--- src/rtl/video_pkg.sv ---
// video_pkg: shared raster constants, sync polarity encoding, counter width
// helpers and pixel repeat factor for the video fetch block.
// Optional build macro: VIDEO_SCANDOUBLE_EN (each source pixel/line shown twice).
package video_pkg;

    // Default 640x480@60 raster
    localparam int unsigned H_ACTIVE_DEF = 640;
    localparam int unsigned H_FP_DEF     = 16;
    localparam int unsigned H_SYNC_DEF   = 96;
    localparam int unsigned H_BP_DEF     = 48;
    localparam int unsigned V_ACTIVE_DEF = 480;
    localparam int unsigned V_FP_DEF     = 10;
    localparam int unsigned V_SYNC_DEF   = 2;
    localparam int unsigned V_BP_DEF     = 33;

    localparam int unsigned H_TOTAL_DEF = H_ACTIVE_DEF + H_FP_DEF + H_SYNC_DEF + H_BP_DEF;
    localparam int unsigned V_TOTAL_DEF = V_ACTIVE_DEF + V_FP_DEF + V_SYNC_DEF + V_BP_DEF;

    // Level driven on hsync/vsync while the sync interval is asserted
    typedef enum logic {
        SYNC_ACTIVE_LOW  = 1'b0,
        SYNC_ACTIVE_HIGH = 1'b1
    } sync_pol_e;

    function automatic int unsigned counter_width(input int unsigned total);
        return (total < 2) ? 1 : $clog2(total);
    endfunction

    localparam int unsigned HCOUNT_W = counter_width(H_TOTAL_DEF);
    localparam int unsigned VCOUNT_W = counter_width(V_TOTAL_DEF);

    // Raster position at the default timing
    typedef struct packed {
        logic [VCOUNT_W-1:0] vcount;
        logic [HCOUNT_W-1:0] hcount;
    } raster_pos_t;

`ifdef VIDEO_SCANDOUBLE_EN
    localparam int unsigned PIX_REP = 2;
`else
    localparam int unsigned PIX_REP = 1;
`endif

    // Clocks between consecutive byte fetches within a line
    localparam int unsigned FETCH_PERIOD = 8 * PIX_REP;

endpackage

--- src/rtl/video_timing.sv ---
// video_timing: H/V raster counters, sync/blank decode and fetch strobes.
// Optional build macro: VIDEO_SCANDOUBLE_EN (via video_pkg::PIX_REP).
module video_timing
    import video_pkg::*;
#(
    parameter int unsigned H_ACTIVE = H_ACTIVE_DEF,
    parameter int unsigned H_FP     = H_FP_DEF,
    parameter int unsigned H_SYNC   = H_SYNC_DEF,
    parameter int unsigned H_BP     = H_BP_DEF,
    parameter int unsigned V_ACTIVE = V_ACTIVE_DEF,
    parameter int unsigned V_FP     = V_FP_DEF,
    parameter int unsigned V_SYNC   = V_SYNC_DEF,
    parameter int unsigned V_BP     = V_BP_DEF,
    parameter bit          SYNC_POL = 1'b0
) (
    input  logic clk,
    input  logic reset,
    output logic hsync,
    output logic vsync,
    output logic active,
    output logic frame_start,
    output logic fetch_strobe,
    output logic fetch_first,
    output logic frame_load,
    output logic line_reload,
    output logic shift_en
);

    localparam int unsigned H_TOTAL = H_ACTIVE + H_FP + H_SYNC + H_BP;
    localparam int unsigned V_TOTAL = V_ACTIVE + V_FP + V_SYNC + V_BP;
    localparam int unsigned HW      = counter_width(H_TOTAL);
    localparam int unsigned VW      = counter_width(V_TOTAL);
    localparam int unsigned HS_BEG  = H_ACTIVE + H_FP;
    localparam int unsigned HS_END  = HS_BEG + H_SYNC;
    localparam int unsigned VS_BEG  = V_ACTIVE + V_FP;
    localparam int unsigned VS_END  = VS_BEG + V_SYNC;

    logic [HW-1:0] hcount;
    logic [VW-1:0] vcount;
    logic          h_last;
    logic          v_last;
    logic          h_wrap_ahead;
    logic [HW-1:0] h_ahead;
    logic [VW-1:0] v_ahead;

    // Raster counters; reset parks on the cycle that prefetches line 0 byte 0
    always_ff @(posedge clk) begin
        if (reset) begin
            hcount <= HW'(H_TOTAL - 2);
            vcount <= VW'(V_TOTAL - 1);
        end else if (h_last) begin
            hcount <= '0;
            vcount <= v_last ? '0 : vcount + VW'(1);
        end else begin
            hcount <= hcount + HW'(1);
        end
    end

    // Decode outputs and fetch strobes from the current raster position
    always_comb begin
        h_last       = (hcount == HW'(H_TOTAL - 1));
        v_last       = (vcount == VW'(V_TOTAL - 1));
        // A fetch at hcount targets the pixel two clocks later, possibly on the next line
        h_wrap_ahead = (hcount >= HW'(H_TOTAL - 2));
        h_ahead      = h_wrap_ahead ? hcount - HW'(H_TOTAL - 2) : hcount + HW'(2);
        v_ahead      = vcount;
        if (h_wrap_ahead) begin
            v_ahead = v_last ? '0 : vcount + VW'(1);
        end

        active       = (hcount < HW'(H_ACTIVE)) && (vcount < VW'(V_ACTIVE));
        hsync        = ((hcount >= HW'(HS_BEG)) && (hcount < HW'(HS_END))) ? SYNC_POL : ~SYNC_POL;
        vsync        = ((vcount >= VW'(VS_BEG)) && (vcount < VW'(VS_END))) ? SYNC_POL : ~SYNC_POL;
        frame_start  = (hcount == '0) && (vcount == '0);

        fetch_strobe = (h_ahead < HW'(H_ACTIVE))
                    && ((h_ahead & HW'(FETCH_PERIOD - 1)) == '0)
                    && (v_ahead < VW'(V_ACTIVE));
        fetch_first  = (h_ahead == '0);
        frame_load   = (hcount == '0) && v_last;
        // Even display lines rewind the pointer so the odd line repeats the same source line
        line_reload  = (PIX_REP > 1) && (hcount == HW'(H_ACTIVE))
                    && (vcount < VW'(V_ACTIVE)) && !vcount[0];
        shift_en     = (PIX_REP == 1) || hcount[0];
    end

endmodule

--- src/rtl/video_fetch.sv ---
// video_fetch: framebuffer reader driving the memory video port and a 1bpp
// MSB-first pixel stream with VGA-style sync and blanking.
// Optional build macro: VIDEO_SCANDOUBLE_EN (2x pixel and line replication).
module video_fetch
    import video_pkg::*;
#(
    parameter int unsigned H_ACTIVE = H_ACTIVE_DEF,
    parameter int unsigned H_FP     = H_FP_DEF,
    parameter int unsigned H_SYNC   = H_SYNC_DEF,
    parameter int unsigned H_BP     = H_BP_DEF,
    parameter int unsigned V_ACTIVE = V_ACTIVE_DEF,
    parameter int unsigned V_FP     = V_FP_DEF,
    parameter int unsigned V_SYNC   = V_SYNC_DEF,
    parameter int unsigned V_BP     = V_BP_DEF,
    parameter bit          SYNC_POL = 1'b0
) (
    input  logic        clk,
    input  logic        reset,
    input  logic [15:0] base_addr,
    output logic        mem_en,
    output logic [15:0] mem_addr,
    input  logic [7:0]  mem_data,
    output logic        hsync,
    output logic        vsync,
    output logic        active,
    output logic        pixel,
    output logic        frame_start
);

    logic        fetch_strobe;
    logic        fetch_first;
    logic        frame_load;
    logic        line_reload;
    logic        shift_en;
    logic [15:0] fetch_ptr;
    logic [15:0] line_start;
    logic [7:0]  shreg;
    logic        mem_en_d;

    video_timing #(
        .H_ACTIVE (H_ACTIVE),
        .H_FP     (H_FP),
        .H_SYNC   (H_SYNC),
        .H_BP     (H_BP),
        .V_ACTIVE (V_ACTIVE),
        .V_FP     (V_FP),
        .V_SYNC   (V_SYNC),
        .V_BP     (V_BP),
        .SYNC_POL (SYNC_POL)
    ) u_timing (
        .clk          (clk),
        .reset        (reset),
        .hsync        (hsync),
        .vsync        (vsync),
        .active       (active),
        .frame_start  (frame_start),
        .fetch_strobe (fetch_strobe),
        .fetch_first  (fetch_first),
        .frame_load   (frame_load),
        .line_reload  (line_reload),
        .shift_en     (shift_en)
    );

    // Held off during reset so the parked prefetch position issues no read
    assign mem_en   = fetch_strobe & ~reset;
    assign mem_addr = fetch_ptr;
    assign pixel    = active & shreg[7];

    // Framebuffer pointer: frame-boundary base load, line rewind, post-increment per fetch
    always_ff @(posedge clk) begin
        if (reset) begin
            fetch_ptr  <= base_addr;
            line_start <= base_addr;
        end else if (frame_load) begin
            fetch_ptr  <= base_addr;
            line_start <= base_addr;
        end else if (line_reload) begin
            fetch_ptr  <= line_start;
        end else if (fetch_strobe) begin
            fetch_ptr  <= fetch_ptr + 16'd1;
            if (fetch_first) begin
                line_start <= fetch_ptr;
            end
        end
    end

    // Pixel shifter: capture read data one cycle after the request, else shift out MSB-first
    always_ff @(posedge clk) begin
        if (reset) begin
            mem_en_d <= 1'b0;
            shreg    <= '0;
        end else begin
            mem_en_d <= fetch_strobe;
            if (mem_en_d) begin
                shreg <= mem_data;
            end else if (shift_en) begin
                shreg <= {shreg[6:0], 1'b0};
            end
        end
    end

endmodule

--- config.mk ---
export PLATFORM = sky130hd
export DESIGN_NAME = video_fetch
export DESIGN_NICKNAME = d
export VERILOG_FILES = /design/src/rtl/video_pkg.sv /design/src/rtl/video_timing.sv /design/src/rtl/video_fetch.sv
export SDC_FILE = /design/constraint.sdc
export NUM_CORES = 1
export LEC_CHECK = 0
export ABC_AREA = 1
export CORE_MARGIN = 2
export CORE_UTILIZATION = 53
export DETAILED_ROUTE_END_ITERATION = 12
export MAX_ROUTING_LAYER = met4
export PLACE_DENSITY = 0.9
export SETUP_SLACK_MARGIN = 0.5
export SLEW_MARGIN = 20
export SYNTH_ARGS = -nofsm -noshare
export SYNTH_HDL_FRONTEND = slang
export SYNTH_SLANG_ARGS = --single-unit
--- constraint.sdc ---
create_clock -name clk -period 3.1 [get_ports clk]
set_clock_uncertainty 0.1 [all_clocks]
set_input_delay 0.465 -clock clk [delete_from_list [all_inputs] [get_ports clk]]
set_output_delay 0.465 -clock clk [all_outputs]
set_load 0.03 [all_outputs]
# Word-level counts from Yosys, hierarchy flattened
# Index checks and enable logic that the tools add are counted.
[word_totals]
inputBits = 26
out_inout_bits = 22
regBits = 45
wordCells = 50
[op_classes]
muxes = 10
bitwise = 4
order_cmp = 9
addsub = 5
n_eq_ne = 2
n_reduce_logical = 13
[op_table]
columns = ["cell", "count"]
rows = [
  ["two-way mux 16 bit", 3],
  ["two-way mux 10 bit", 4],
  ["zero test 10 bit", 3],
  ["less-than comparator 10 bit (second input constant)", 3],
  ["less-than comparator 10 x 9 -> 1 bit (second input constant)", 3],
  ["adder 10 x 1 -> 10 bit (second input constant)", 2],
  ["equality test 10 bit (second input constant)", 2],
  [">= comparator 10 bit (second input constant)", 2],
  ["adder 16 x 1 -> 16 bit (second input constant)", 1],
  ["adder 10 x 2 -> 10 bit (second input constant)", 1],
  [">= comparator 10 x 9 -> 1 bit (second input constant)", 1],
  ["subtractor 10 bit (second input constant)", 1],
  ["two-way mux 8 bit", 1],
  ["logical AND 1 bit", 7],
  ["OR reduction 2 bit", 2],
  ["nonzero test 3 bit", 1],
  ["bitwise AND 1 bit", 2],
  ["two-way mux 1 bit", 2],
  ["inverter 1 bit", 2],
]

# Logic depth before layout (Yosys ltp)
# Gate-level depths: netlist (run 1).
[depth]
depth_word = 8
mapped_depth = 13
depth_no_buf = 13

# By module
# A second synthesis (run 1) with hierarchy kept.
[unflattened]
cells_unflattened = 545
hier_area_um2 = 3907.5
[modules_own_cells]
columns = ["module", "cells_each", "seq_area_each_um2", "area_each_um2", "n_inst"]
rows = [
  ["video_fetch", 286, 1141.1, 2239.6, 1],
  ["video_timing", 259, 400.4, 1667.8, 1],
]

# Worst setup path after synthesis (run 1)
# OpenSTA, ideal clock, no wires.
[synth_path]
path_type = "flip-flop to output port"
startpoint = "register u_timing.hcount[2]"
endpoint = "output port mem_en"
path_buffers = 0
t_required_ns = 2.535
path_stages_with_launch = 12
t_arrival_ns = 1.761
path_slack_ns = 0.774
path_cell_list = "dfxtp_1 ha_1 nand2_1 nor2_4 nand4_2 nand2_2 inv_2 nand2_1 nand3b_1 inv_1 nand3_2 nor2_1"
[synth_via]
elab_chain_cells = 6
elab_cells_between_ends = 11
classes_between = "add/sub: 2; order compare: 3; mux: 2; bitwise: 1; reduce/logical: 3"
[synth_rtl]
columns = ["item", "line_no", "source"]
rows = [
  ["from (decl)", "video_timing.sv:38", "logic [HW-1:0] hcount;"],
  ["from (signal assigned)", "video_timing.sv:49", "hcount <= HW'(H_TOTAL - 2);"],
  ["from (signal assigned)", "video_timing.sv:55", "hcount <= hcount + HW'(1);"],
  ["adder 10 x 2 -> 10 bit, or another cell as far along", "video_timing.sv:65", "h_ahead = h_wrap_ahead ? hcount - HW'(H_TOTAL - 2) : hcount + HW'(2);"],
  ["two-way mux 10 bit", "video_timing.sv:65", ""],
  ["less-than comparator 10 bit / zero test 10 bit (equally long branches)", "video_timing.sv:76, video_timing.sv:77", ""],
  ["logical AND 1 bit", "video_timing.sv:77", "&& ((h_ahead & HW'(FETCH_PERIOD - 1)) == '0)"],
  ["logical AND 1 bit *", "video_timing.sv:78", "&& (v_ahead < VW'(V_ACTIVE));"],
  ["bitwise AND 1 bit *", "video_fetch.sv:65", "assign mem_en = fetch_strobe & ~reset;"],
  ["to (decl)", "video_fetch.sv:20", "output logic mem_en,"],
]
# Mark *: on every way between the ends. The rest lies on a longest branch, timed or not.

# Final worst setup path (run 1)
[layout_path]
startpoint = "register u_timing.vcount[5]"
endpoint = "output port active"
[layout_via]
elab_chain_cells = 2
[layout_rtl]
columns = ["item", "line_no", "source"]
rows = [
  ["from (decl)", "video_timing.sv:39", "logic [VW-1:0] vcount;"],
  ["from (signal assigned)", "video_timing.sv:50", "vcount <= VW'(V_TOTAL - 1);"],
  ["from (signal assigned)", "video_timing.sv:53", "vcount <= v_last ? '0 : vcount + VW'(1);"],
  ["less-than comparator 10 x 9 -> 1 bit", "video_timing.sv:71", "active = (hcount < HW'(H_ACTIVE)) && (vcount < VW'(V_ACTIVE));"],
  ["logical AND 1 bit", "video_timing.sv:71", ""],
  ["to (decl)", "video_fetch.sv:25", "output logic active,"],
]
# Every way passes these cells.

==> impl_summary.log, run 1 <==
INFO  metric clkSinkCount = between 40 and 50
INFO  metric static_leakage = between 1 and 1.5 nW
INFO  metric timing.setup.critical_path_class = reg -> out
INFO  metric worst_slew_pin_slew = 0.531 ns
INFO  metric timing.critical_path.to_type = output port
INFO  metric timing.reg2reg.setup_slack = between 0.8 and 0.9 ns
INFO  metric antenna_found_initial = 0
INFO  metric gp_congestion = roughly 0.93
INFO  metric critical_path_required = between 2 and 3 ns
INFO  metric num_rows = 26
INFO  metric boundaryPins = 48
INFO  metric top_post_synthesis_cells_by_area = dfxtp_1 (21%), edfxtp_1 (18%), nand2_1 (11%), nor2_1 (8.0%), inv_1 (5.3%)
INFO  metric die_area = 0.00571 mm2
INFO  metric multi_input_comb_area = 0.00149 mm2
INFO  metric core_area = ~0.0050 mm2
INFO  metric groute.layer.met3.usage = under 10%
INFO  metric chipWidth = between 70 and 80 um
INFO  metric clock_path_buffers = 2
INFO  metric grt_util_met2 = between 40% and 50%
INFO  metric timing.critical_path.arrival = between 1.5 and 2 ns
INFO  metric flip_flop_and_latch_count_after_synthesis = 45
INFO  metric crit_path_max_fanout = 5
INFO  metric worst_hold_path.num_cells = 2
INFO  metric die_height = 75.6 um
INFO  metric timing.max_slew.rel_slack = between 60 and 70%
INFO  metric final_core_util = 68.4%
INFO  metric synth_enable_flop_cells = 16
INFO  metric drt_drc_violations_left = 0
INFO  metric synth_area_per_cell = 7.46 um2
INFO  metric timing.reg2reg.worst_path_depth = 10
INFO  metric post-synth-top-area-cell = dfxtp_1
INFO  metric rr_startpoint = u_timing.vcount[1]
INFO  metric maxSlewViolCount = 0
INFO  metric via_per_inst = ~5.4
INFO  metric rr_endpoint = mem_addr[0]
INFO  metric antenna_cells = 0
INFO  metric net_count_of_the_mapped_netlist = about 400
INFO  metric async_s_r_ff_share_synth = 0%
INFO  metric dr_total_vias = between 2,000 and 3,000
INFO  metric synth-seq-area-share = 39.1%
INFO  metric htreeDepth = 2
INFO  metric holdCritPathClass = reg -> reg
INFO  metric number_of_hold_buffers_added_after_cts = 0
INFO  metric drtAntennaViolNets = 0
INFO  metric yosysUniqueCellTypes = 40
INFO  metric post_synth_instance_area = 0.00272 mm2
INFO  metric gr-usage-met1 = between 20% and 30%
INFO  metric min_delay_worst_endpoint = shreg[5]
INFO  metric route.detailed.wl_per_inst = ~14 um
INFO  metric final-hold-violation-count = 0
INFO  metric fmax = about 390 MHz
INFO  metric dr.first_iter.drc_count = between 150 and 200
INFO  metric flow.area_growth_from_synthesis = 26.2%
INFO  metric final_min_period_over_clock_period = about 82%
INFO  metric total_number_of_nets_in_the_final_design = between 400 and 500
INFO  metric worst_ir_drop_vdd = roughly 0.61 mV
INFO  metric path_clk_slew = roughly 0.080 ns
INFO  metric cts_tree = done
INFO  metric first_pass_grt_wire_length = ~11,000 um
INFO  metric synthCells = 364
INFO  metric drv.max_cap_violation_count = 0
INFO  metric synth_warnings = 0
INFO  metric gr-total-overflow = 0
INFO  metric drive_gt1_share = a little over an eighth
INFO  metric rsz0062_at_grt = yes
INFO  metric run_status = complete, no violations
INFO  metric power_density = about 920 mW/mm2
INFO  metric gr-max-usage-layer = met2
INFO  metric insertion_delay = about 0.30 ns
INFO  metric tritoncts.num_buffers = 5
INFO  metric setup.worst_path.start_class = register
INFO  metric initial_core_util = 54.2%
INFO  metric synthTopCellsByCount = nand2_1 (80), nor2_1 (58), inv_1 (38), dfxtp_1 (29), nand3_1 (28)
INFO  metric seq_area = 0.00108 mm2
INFO  metric synth_most_common_cell = nand2_1
INFO  metric dp_hpwl = a little over 5000 um
INFO  metric report.final.setup_viol = 0
INFO  metric synth_largest_type_area_fraction = 21.4%
INFO  metric cts_root_buffer = clkbuf_8
INFO  metric grt_start_max_net_pins = 18
INFO  metric gr-usage-all-layers = between 20% and 30%
INFO  metric drt_first_pass_iters = 5
INFO  metric totalNegativeSetupSlack = 0 ns
INFO  metric dominant_synthesized_flop_cell = dfxtp_1
INFO  metric wl = 6780 um
INFO  metric fill_cells = 427
INFO  metric first_global_vias = around 2,500
INFO  metric holdCritStartpoint = shreg[4]
INFO  metric timing.final.crit_period = between 2 and 3 ns
INFO  metric port_buffers = 47
metal layers:
metal | vias up | share of wire (%)
met5 | - | 0
met4 | 0 | 3.1
met3 | 26 | 5.7
met2 | 106 | 50
met1 | 1226 | 41
li1 | 1309 | -
layout make-up:
cell class	count	area share [%]
Multi-Input combinational cell	271	43.5
Sequential cell	45	31.5
Tap cell	70	2.56
Clock inverter	1	0.219
Inverter	43	4.78
Timing Repair Buffer	55	15.2
Clock buffer	7	2.23
what timing repair did:
| item | 4_1_cts | 5_1_grt |
|---|---|---|
| pin swaps | 0 | 3 |
| endpoints found under the setup margin | 4 | 4 |
| buffers inserted | 0 | 5 |
| gates cloned | 0 | 0 |
| gates resized for setup | 9 | 25 |
worst max-delay path, cell delays in order, from the launching register on:
cell and delay [ns]:
dfxtp_1 0.41, inv_1 0.12, nor3_4 0.27, nor2_1 0.07, inv_1 0.13, nor3_1 0.07
clkdlybuf4s50_1 0.60
worst max-delay path by stage:
stage,end,depth (start not counted),start
global placement,mem_en,12,u_timing.hcount[2]
global route,mem_en,9,u_timing.vcount[1]
detailed placement,mem_en,14,u_timing.hcount[2]
floorplan,mem_en,11,u_timing.hcount[2]
CTS,mem_en,14,u_timing.hcount[1]
finish,active,6,u_timing.vcount[5]
placed cells by master, fill, tap and decap left out, types with 4 or more instances in the layout:
master and instances:
xnor2_1 6, nor2_1 56, nand4_1 5, inv_2 4, nand2_1 79, a21oi_1 8
buf_4 9, dfxtp_1 19, clkdlybuf4s50_1 43, nand3_1 27, xor2_1 11, clkbuf_8 5
o21ai_0 18, o22ai_1 5, edfxtp_1 16, ha_1 6, nor2_2 4, nor3_1 9
o21ai_2 5, dfxtp_2 8, inv_1 38
power breakdown:
| part | internal [W] | switching [W] |
|---|---|---|
| clock | 0.000159 | 0.000193 |
| sequential | 0.000850 | 0.000234 |
| combinational | 0.000676 | 0.00104 |
| total | 0.00169 | 0.00147 |
kinds of logic after synthesis:
kind of cell	Yosys count	synth area share, %
adders and majority gates	7	3.23
and+or+nand+nor	202	34.7
buffers and inverters	48	7.33
xor gates and xnor gates	17	5.48
DFF	45	39.1
AOI/OAI and AO/OA	45	10.2
sequential cells by signal, summed over array words and instances, names as in the netlist:
signal	cells
u_timing.hcount	10
mem_addr	16
shreg	8
u_timing.vcount	10
mem_en_d	1
stage by stage:
stage                     std cells  setup slack [ns]  hold slack, ns  power (W)  area [um2]
after floorplan                 364             0.774           0.339    0.00216        2720
after global placement          479             0.304           0.352    0.00260        3260
after detailed placement        479             0.224           0.361    0.00266        3260
after CTS                       487             0.393           0.385    0.00302        3340
after global routing            492             0.424           0.413    0.00338        3430
final                           492             0.564           0.383    0.00316        3430
No activity file was read; power rests on OpenSTA's default activity.
==> inputs of run 2 (changes only) <==
clock period = 2.6 ns   (was 3.1 ns; I/O delays follow)
==> run 2 against run 1 <==
Power increased by 39%. Via count rose by 3.4%. Global-route usage decreased by 0.23 points. Non-clock buffer count grew 17. Die area unchanged. Clock power up 52%. Core utilization increased by 6.6 points. Final cell count up 4.1%.
==> impl_summary.log, run 2 (synthesis gave the netlist of run 1 again) <==
INFO  metric first_pass_grt_wire_length = ~11,000 um
INFO  metric report.final.setup_viol = 0
INFO  metric timing.final.crit_period = between 2 and 2.5 ns
INFO  metric crit_path_max_fanout = 5
INFO  metric timing.critical_path.cells = ha_4 -> nand2_4 -> nor2_4 -> nand4_4 -> nand2_4 -> inv_2 -> nand2_1 -> nand3b_1 -> inv_1 -> nand3_2 -> nor2_2 -> buf_6
INFO  metric drv.max_cap_violation_count = 0
INFO  metric final_min_period_over_clock_period = approximately nine tenths
INFO  metric final_cell_mix = nand2_1 (73), nor2_1 (55), clkdlybuf4s50_1 (41), inv_1 (34), nand3_1 (25)
INFO  metric critical_path.startpoint = u_timing.hcount[1]
INFO  metric boundaryPins = 48
INFO  metric gp_congestion = 0.961
INFO  metric cts_tree = done
INFO  metric dr_total_vias = around 2,800
INFO  metric mostFrequentLayoutCell = nand2_1
INFO  metric die_height = 75.6 um
INFO  metric core_area = ~0.005 mm2
INFO  metric totalPowerFinal = around 0.0044 W
INFO  metric slowest_delay = roughly 0.38 ns
INFO  metric drtAntennaViolNets = 0
INFO  metric wl = around 7600 um
INFO  metric timing.critical_path.to_type = output port
INFO  metric largest_reg_flops = 16
INFO  metric cpLargestDelayFamily = simple AND/OR/NAND/NOR gates
INFO  metric tritoncts.num_buffers = 5
INFO  metric placedCellCount = around 480
INFO  metric timing.max_slew.rel_slack = 72.4%
INFO  metric num_rows = 26
INFO  metric pre_cts_ws = about 0.24 ns
INFO  metric holdCritPathClass = reg -> reg
INFO  metric gr-total-overflow = 0
INFO  metric holdCritStartpoint = shreg[0]
INFO  metric port_buffers = 47
INFO  metric die_area = approximately 0.0057 mm2
INFO  metric final-hold-violation-count = 0
INFO  metric critical_path.slowest_cell = dfxtp_4
INFO  metric dp_hpwl = ~4800 um
INFO  metric grt_start_max_net_pins = 18
INFO  metric initial_core_util = 54.2%
INFO  metric antenna_cells = 0
INFO  metric drt_first_pass_iters = 4
INFO  metric drt_drc_violations_left = 0
INFO  metric timing.critical_path.arrival = between 1.5 and 2 ns
INFO  metric worst_ir_drop_vdd = ~0.82 mV
INFO  metric fill_cells = between 300 and 400
INFO  metric flow.area_growth_from_synthesis = 38.4%
INFO  metric run_status = complete, no violations
INFO  metric gr-usage-met1 = 30.9%
INFO  metric htreeDepth = 2
INFO  metric timing.critical_path.buf_inv = 3
INFO  metric worst_slew_pin_slew = around 0.41 ns
INFO  metric rsz0062_at_grt = yes
INFO  metric timing.reg2reg.setup_slack = 0.37 ns
INFO  metric rr_startpoint = u_timing.hcount[1]
INFO  metric hold-worst-slack = roughly 0.38 ns
INFO  metric gr-max-usage-layer = met2
INFO  metric route.detailed.wl_per_inst = 14.9 um
INFO  metric total_number_of_nets_in_the_final_design = 474
INFO  metric chipWidth = about 76 um
INFO  metric critical_path_required = around 2.1 ns
INFO  metric grt_util_met2 = approximately 43%
INFO  metric post_layout_nonfiller_instances = 512
INFO  metric maxSlewViolCount = 0
INFO  metric insertion_delay = roughly 0.31 ns
INFO  metric totalNegativeSetupSlack = 0 ns
INFO  metric number_of_hold_buffers_added_after_cts = 0
INFO  metric path_clk_slew = around 0.080 ns
INFO  metric antenna_found_initial = 0
INFO  metric postLayoutSetupSlackWorst = ~0.21 ns
INFO  metric via_per_inst = between 5 and 6
INFO  metric setup.worst_path.start_class = register
INFO  metric timing.setup.critical_path_class = reg -> out
INFO  metric clock_path_buffers = 2
INFO  metric crit_path_frequent_cell = nand2_4
INFO  metric clkSinkCount = 45
INFO  metric groute.layer.met3.usage = under 10%
INFO  metric gr-usage-all-layers = 25.5%
INFO  metric fmax = about 420 MHz
INFO  metric drive_gt1_share = 23.5%
INFO  metric cts_root_buffer = clkbuf_8
INFO  metric first_global_vias = about 2,400
INFO  metric dr.first_iter.drc_count = 172
INFO  metric power_density = roughly 1200 mW/mm2
INFO  metric static_leakage = about 1.6 nW
## run 2: changes by cell type in the layout (fill, tap and decap cells not counted), sizes merged, moves of 2 or more
| cell | before | now |
|---|---|---|
| clkdlybuf4s50 | 43 | 41 |
| clkbuf | 8 | 5 |
| buf | 9 | 29 |
| clkinv | 0 | 3 |
## run 2: area by class of cell
type | count | area [um2] | share of cell area, %
multi-input combinational | 272 | 1620 | 43.1
inverter | 43 | 171 | 4.56
sequential | 45 | 1090 | 28.9
clock inverter | 3 | 43.8 | 1.17
clock buffer | 5 | 68.8 | 1.83
timing repair buffer | 72 | 668 | 17.8
tap | 70 | 87.6 | 2.33
timing repair inverter | 2 | 11.3 | 0.300
## run 2: path summary, 6_finish.rpt
| kind | endpoint | depth (start not counted) |
|---|---|---|
| max reg2reg | mem_addr[11] | 14 |
| min reg2reg | shreg[1] | 2 |
| max | mem_en | 12 |
| min | shreg[1] | 2 |
## run 2: what timing repair did
item	in CTS	in global routing
buffers inserted	11	11
gates resized for setup	47	33
gates cloned	1	2
pin swaps	9	12
setup endpoints to repair	22	41
## run 2: worst register-to-register path, delay by kind of cell (launching register included)
kind          cells  cell delay, ns
flops             1            0.38
buf+inv           5            0.55
simple gates      8            0.77
fa+ha+maj         1            0.15
## run 2: where the power goes
| part | total, W | switching, W | internal [W] |
|---|---|---|---|
| sequential | 0.00130 | 0.000280 | 0.00102 |
| clock | 0.000538 | 0.000249 | 0.000288 |
| combinational | 0.00256 | 0.00152 | 0.00104 |
## run 2: stage by stage
| stage | instance area [um2] | utilization (%) |
|---|---|---|
| after floorplan | 2730 | - |
| after CTS | 3560 | 71.0 |
| after global routing | 3760 | 75.0 |
| after detailed placement | 3270 | 65.2 |
| after global placement | 3270 | 65.2 |
| final | 3760 | 75.0 |
## run 2: layer usage
layer,routed length (um),share of wire [%]
met1,3010,40
met2,3860,51
met3,555,7.3
met4,187,2.5
met5,0,0
==> inputs of run 3 (changes only) <==
CAP_MARGIN = 20   (was not set)
CORE_UTILIZATION = 49   (was 53)
CTS_BUF_LIST = sky130_fd_sc_hd__clkbuf_8   (was not set)
PLACE_DENSITY = 0.88   (was 0.9)
clock period = 1.9 ns   (was 2.6 ns; I/O delays follow)
==> run 3 against run 2 <==
The flow now finishes with violations (negative setup slack). Register-to-register slack worse by 0.68 ns. Final cell count increased by 12%. Core utilization rose by 7.4 points. Sequential share of layout area is 4.4 points lower. Clock power is 19% higher. First-iteration DRC count up 81%. Design area grew 19%. Worst setup slack got worse by 0.72 ns. Worst hold slack better by 0.0030 ns. Non-clock buffer count increased by 58. Critical path depth grew 2.
==> impl_summary.log, run 3 (synthesis gave the netlist of run 1 again) <==
INFO  metric wl = about 11,000 um
INFO  metric maxSlewViolCount = 0
INFO  metric first_global_vias = 3,257
INFO  metric static_leakage = between 1.5 and 2 nW
INFO  metric report.final.setup_viol = 37
INFO  metric cp_num_cells = 14
INFO  metric power_density = around 1600 mW/mm2
INFO  metric port_buffers = 47
INFO  metric timing.critical_path.arrival = 2.02 ns
INFO  metric timing.critical_path.cells = ha_4 -> nand2_4 -> nor2_4 -> inv_2 -> nand2_2 -> nand2_2 -> nand2_1 -> nand2_1 -> nand2_1 -> nand3_2 -> nand2_2 -> nand3_4 -> nor2_4 -> buf_6
INFO  metric dr.first_iter.drc_count = around 310
INFO  metric run_status = complete, but fails checks
INFO  metric gp_congestion = a little under 0.9
INFO  metric die_area = roughly 0.0062 mm2
INFO  metric boundaryPins = 48
INFO  metric timing.max_slew.rel_slack = roughly three fifths
INFO  metric timing.critical_path.buf_inv = 2
INFO  metric gr-total-overflow = 0
INFO  metric grt_util_met2 = between 50 and 60%
INFO  metric tritoncts.num_buffers = 5
INFO  metric drv.max_cap_violation_count = 0
INFO  metric mostFrequentLayoutCell = nand2_1
INFO  metric num_rows = 27
INFO  metric groute.layer.met3.usage = 5.40%
INFO  metric initial_core_util = 49.9%
INFO  metric timing.final.crit_period = 2.41 ns
INFO  metric die_height = about 78 um
INFO  metric first_pass_grt_wire_length = 14,700 um
INFO  metric drt_first_pass_iters = 5
INFO  metric worst_ir_drop_vdd = 0.966 mV
INFO  metric drive_gt1_share = 44.5%
INFO  metric route.detailed.wl_per_inst = between 15 and 20 um
INFO  metric setup.worst_path.start_class = register
INFO  metric timing.reg2reg.worst_path_depth = 15
INFO  metric drtAntennaViolNets = 0
INFO  metric grt_start_max_net_pins = 17
INFO  metric clkSinkCount = 45
INFO  metric finalInstanceArea = between 0.004 and 0.005 mm2
INFO  metric chipWidth = roughly 78 um
INFO  metric post_layout_nonfiller_instances = about 570
INFO  metric failed_checks = negative setup slack
INFO  metric timing.critical_path.to_type = output port
INFO  metric clock_path_buffers = 2
INFO  metric antenna_found_initial = 0
INFO  metric largest_reg_flops = 16
INFO  metric total_number_of_nets_in_the_final_design = 533
INFO  metric crit_path_max_fanout = 5
INFO  metric placedInstanceArea = about 0.0037 mm2
INFO  metric dr_total_vias = between 3,000 and 4,000
INFO  metric cts_tree = done
INFO  metric gr-max-usage-layer = met2
INFO  metric antenna_cells = 0
INFO  metric slowest_delay = 0.38 ns
INFO  metric flow.area_growth_from_synthesis = 65.1%
INFO  metric via_per_inst = roughly 5.8
INFO  metric holdCritPathClass = reg -> reg
INFO  metric cpLargestDelayFamily = simple AND/OR/NAND/NOR gates
INFO  metric core_area = between 0.005 and 0.006 mm2
INFO  metric final_cell_mix = nand2_1 (66), buf_4 (58), nor2_1 (47), buf_6 (35), inv_1 (26)
INFO  metric htreeDepth = 2
INFO  metric final-hold-violation-count = 0
INFO  metric critical_path.slowest_cell = dfxtp_4
INFO  metric fmax = 415 MHz
INFO  metric drt_drc_violations_left = 0
INFO  metric critical_path_required = between 1.5 and 2 ns
INFO  metric worst_slew_pin_slew = roughly 0.61 ns
INFO  metric worst_hold_path.num_cells = 2
INFO  metric insertion_delay = roughly 0.31 ns
INFO  metric cts_root_buffer = clkbuf_8
INFO  metric final_min_period_over_clock_period = 127%
INFO  metric gr-usage-all-layers = 31.4%
INFO  metric gr-usage-met1 = approximately 34%
INFO  metric rsz0062_at_grt = yes
INFO  metric dp_hpwl = 5480 um
INFO  metric path_clk_slew = ~0.09 ns
INFO  metric postLayoutSetupSlackWorst = -0.508 ns
INFO  metric placedCellCount = between 500 and 600
INFO  metric timing.setup.critical_path_class = reg -> out
INFO  metric totalNegativeSetupSlack = -9.07 ns
==> run 3: changes by cell type in the layout (fill, tap and decap cells not counted), moves of 5 or more <==
| cell | change |
|---|---|
| buf_2 | +8 |
| buf_4 | +36 |
| buf_6 | +31 |
| clkdlybuf4s50_1 | -17 |
| inv_1 | -8 |
| inv_4 | +6 |
| nand2_1 | -7 |
| nand2_2 | +6 |
| nor2_1 | -8 |
| nor2_4 | +5 |
| nor3_4 | +5 |
| o21ai_0 | -6 |
==> run 3: worst paths after layout <==
kind | slack (ns) | endpoint | start
min reg2reg | 0.39 | shreg[1] | shreg[0]
max | -0.51 | mem_en | u_timing.hcount[2]
min | 0.39 | shreg[1] | shreg[0]
max reg2reg | -0.31 | mem_addr[3] | u_timing.hcount[2]
==> run 3: cell type report <==
type,instances,area (um2)
Clock inverter,2,10.0
Tap cell,72,90.1
Multi-Input combinational cell,273,1840
Timing Repair Buffer,130,1160
Timing Repair inverter,2,13.8
Clock buffer,6,82.6
Sequential cell,45,1100
Fill cell,297,957
Inverter,43,189
==> run 3: through the flow <==
stage	hold slack, ns	total power (W)	setup WS, ns	utilization (%)
floorplan	0.308	0.00370	-0.00207	-
global placement	0.364	0.00485	-0.0576	68.2
detailed placement	0.356	0.00497	-0.119	68.2
CTS	0.391	0.00638	-0.380	77.7
global route	0.415	0.00744	-0.564	82.4
finish	0.388	0.00717	-0.508	82.4
==> run 3: timing repair <==
item,in CTS,in global routing
hold buffers,0,0
endpoints found under the setup margin,72,62
pin swaps,9,15
setup buffers,28,9
resized for setup,170,56
gates cloned,4,0
==> run 3: worst register-to-register path, cell delays in order, from the launching register on <==
cell	delay, ns
dfxtp_4	0.38
ha_4	0.16
nand2_4	0.07
nor2_4	0.13
inv_2	0.07
nand2_2	0.07
nand2_2	0.05
nand2_1	0.10
nand2_1	0.07
nand2_1	0.08
nand3_2	0.08
nand2_2	0.09
nand3_4	0.09
buf_4	0.14
buf_8	0.13
nand2_8	0.09
==> run 3: where the power goes <==
group / internal [W] / total, W / switching, W
combinational: 0.00204 / 0.00476 / 0.00272
sequential: 0.00139 / 0.00177 / 0.000383
clock: 0.000292 / 0.000638 / 0.000346
==> run 3: metal layers <==
metal | vias to the layer above | wire length [um]
met2 | 237 | 5300
met4 | 0 | 602
met1 | 1553 | 3850
li1 | 1475 | -
met3 | 78 | 803
met5 | - | 0
==> RTL edit: new RTL, settings of run 2 <==
Register the inputs `base_addr` and `mem_data` before use, without a reset. The logic sees them one clock later.
--- a/src/rtl/video_fetch.sv
+++ b/src/rtl/video_fetch.sv
@@ -27,4 +27,12 @@
     output logic        frame_start
 );
+
+    logic [15:0] base_addr_q;
+    logic [7:0] mem_data_q;
+
+    always_ff @(posedge clk) begin
+        base_addr_q <= base_addr;
+        mem_data_q  <= mem_data;
+    end
 
     logic        fetch_strobe;
@@ -70,9 +78,9 @@
     always_ff @(posedge clk) begin
         if (reset) begin
-            fetch_ptr  <= base_addr;
-            line_start <= base_addr;
+            fetch_ptr  <= base_addr_q;
+            line_start <= base_addr_q;
         end else if (frame_load) begin
-            fetch_ptr  <= base_addr;
-            line_start <= base_addr;
+            fetch_ptr  <= base_addr_q;
+            line_start <= base_addr_q;
         end else if (line_reload) begin
             fetch_ptr  <= line_start;
@@ -93,5 +101,5 @@
             mem_en_d <= fetch_strobe;
             if (mem_en_d) begin
-                shreg <= mem_data;
+                shreg <= mem_data_q;
             end else if (shift_en) begin
                 shreg <= {shreg[6:0], 1'b0};
Behaviour: not the same (Yosys sat finds a counterexample within 4 cycles, from zero or initial values and one cycle with reset high).
==> RTL edit against run 2 <==
Setup slack got worse by 80 ps; design area grew 20%; critical path depth fell by 1; utilization increased by 1.7 points; count of clock-buffer cells in the layout increased by 4; clock power grew 71%; sequential cell count is 24 higher; power up 23%; routed wire length increased by 27%; register-to-register slack worse by 150 ps; area after synthesis increased by 18%; largest cell class unchanged.
==> RTL edit: results (changes against run 2) <==
| Metric | Value |
|---|---|
| EDFF count, synth | `16 (unchanged)` |
| VDD IR max | `0.9376 mV (+14%)` |
| Leak | `1.868 nW (+18%)` |
| Max incr delay on CP | `420 ps (+40 ps)` |
| Mux cell area share after synthesis | `0.3137% (+0.31 points)` |
| DR iter-0 viols | `370 (+120%)` |
| Invs w/o clock | `39 (-13%)` |
| Routed wire per std cell | `17.27 um (+16%)` |
| Worst path slowest cell | `dfxtp_4` |
| Reg2reg setup slack | `220 ps (-150 ps)` |
| CP Data Arrival Time | `1980 ps (+80 ps)` |
| Critical path peak fanout | `6 (+1)` |
| Most instantiated cells after synthesis | `nand2_1 (73), nor2_1 (60), dfxtp_1 (53), inv_1 (32), nand3_1 (31)` |
| Synth warn | `0 (unchanged)` |
| Clock sink count | `69 (+53%)` |
| HPWL after DPL | `5383 um (+12%)` |
| Non-clk bufs | `85 (+18%)` |
| Xor/xnor share of the synthesized area | `3.843% (-1.6 points)` |
| Worst R2R Path Depth | `15 (+1)` |
| Relative slew slack | `63.05% (-9.3 points)` |
| Post-Synth Adder-Cell Area | `2.745% (-0.48 points)` |
| Clock buf/inv share | `4.490% (+1.5 points)` |
| Worst r2r dst | `mem_addr[2]$_DFFE_PP_` |
| Pin count of the biggest net entering global routing | `19 (+1)` |
| Hold Slack | `337.9 ps (-46.83 ps)` |
| Ratio of cells with drive above 1 in the final layout | `30.25% (+6.7 points)` |
| Final Wtd Congestion | `0.9603 (-0.11%)` |
| Total Power | `0.005395 W (+23%)` |
| First-pass GRT wire length | `13,940 um (+29%)` |
| H-tree Lvls | `3 (+1)` |
| Fillers | `350 (-4.6%)` |
| Yosys cell types | `39 (-2.5%)` |
| Post-Syn Nets | `424 (+6.8%)` |
| Post-synthesis compound-gate area fraction | `9.255% (-0.93 points)` |
| Critical Path Source | `u_timing.hcount[4]$_SDFF_PP1_` |
| # clk buffers | `9 (+4)` |
| NumNets Final | `514 (+8.4%)` |
| Fraction of cell area in non-clock buffers | `16.80% (-0.98 points)` |
| Largest cells by area after synthesis | `dfxtp_1 (33%), edfxtp_1 (15%), nand2_1 (8.6%), nor2_1 (7.1%), nand3_1 (4.9%)` |
| NetSw | `0.002404 W (+17%)` |
| Clk_lat worst skew | `360 ps (+50 ps)` |
| Outcome | `finished clean` |
| Multi-input gates | `277 (+1.8%)` |
| Hold endpoint | `shreg[0]$_SDFF_PP0_` |
| Place WS | `255.0 ps (+13.36 ps)` |
| Worst Hold Launch | `mem_data_q[0]$_DFF_P_` |
| R2R Path Start | `u_timing.hcount[2]$_SDFF_PP1_` |
| Vias in the first global route | `2,977 (+23%)` |
| Area of the multi-input gates | `0.001697 mm^2 (+4.7%)` |
| Share of flip-flops with an asynchronous set or reset | `0% (unchanged)` |
| Vias | `3,227 (+17%)` |
| Logic pwr share | `50.5% (-7.7 points)` |
| First-pass iteration count of the detailed router | `5 (+1)` |
| Sequential area share after synthesis | `48.31% (+9.2 points)` |
| Seq. cell area | `0.001597 mm^2 (+47%)` |
| Clk pwr share | `17.0% (+4.8 points)` |
| GRT Total Usage | `28.72% (+3.2 points)` |
[RTL edit: metal layers]
metal / GRT usage [%] / part of all wire [%] / vias to the layer above
met5: - / 0 / -
met4: 12.83 / 4.7 / 0
met3: 7.912 / 8.9 / 54
met2: 46.72 / 49 / 212
met1: 33.26 / 37 / 1481
li1: - / - / 1480
[RTL edit: how the worst max path moves through the flow]
stage,to,slack (ps)
after floorplan,mem_en,450
after global routing,mem_en,40
final,mem_en,130
after CTS,mem_en,250
after global placement,mem_en,340
after detailed placement,mem_addr[5]$_DFFE_PP_,250
[RTL edit: per-stage QoR]
step / instance area, um^2 / instances / utilization (%)
after CTS: 4307 / 547 / 73.17
after global placement: 3742 / 509 / 63.58
after detailed placement: 3742 / 509 / 63.58
final: 4514 / 561 / 76.70
after global routing: 4514 / 561 / 76.70
after floorplan: 3207 / 391 / -
[RTL edit: what timing repair did]
action                     4_1_cts  5_1_grt
cloned                           1        0
setup buffers                   21       14
pin swaps                       18       17
setup endpoints to repair       22       33
resized for setup               86       42
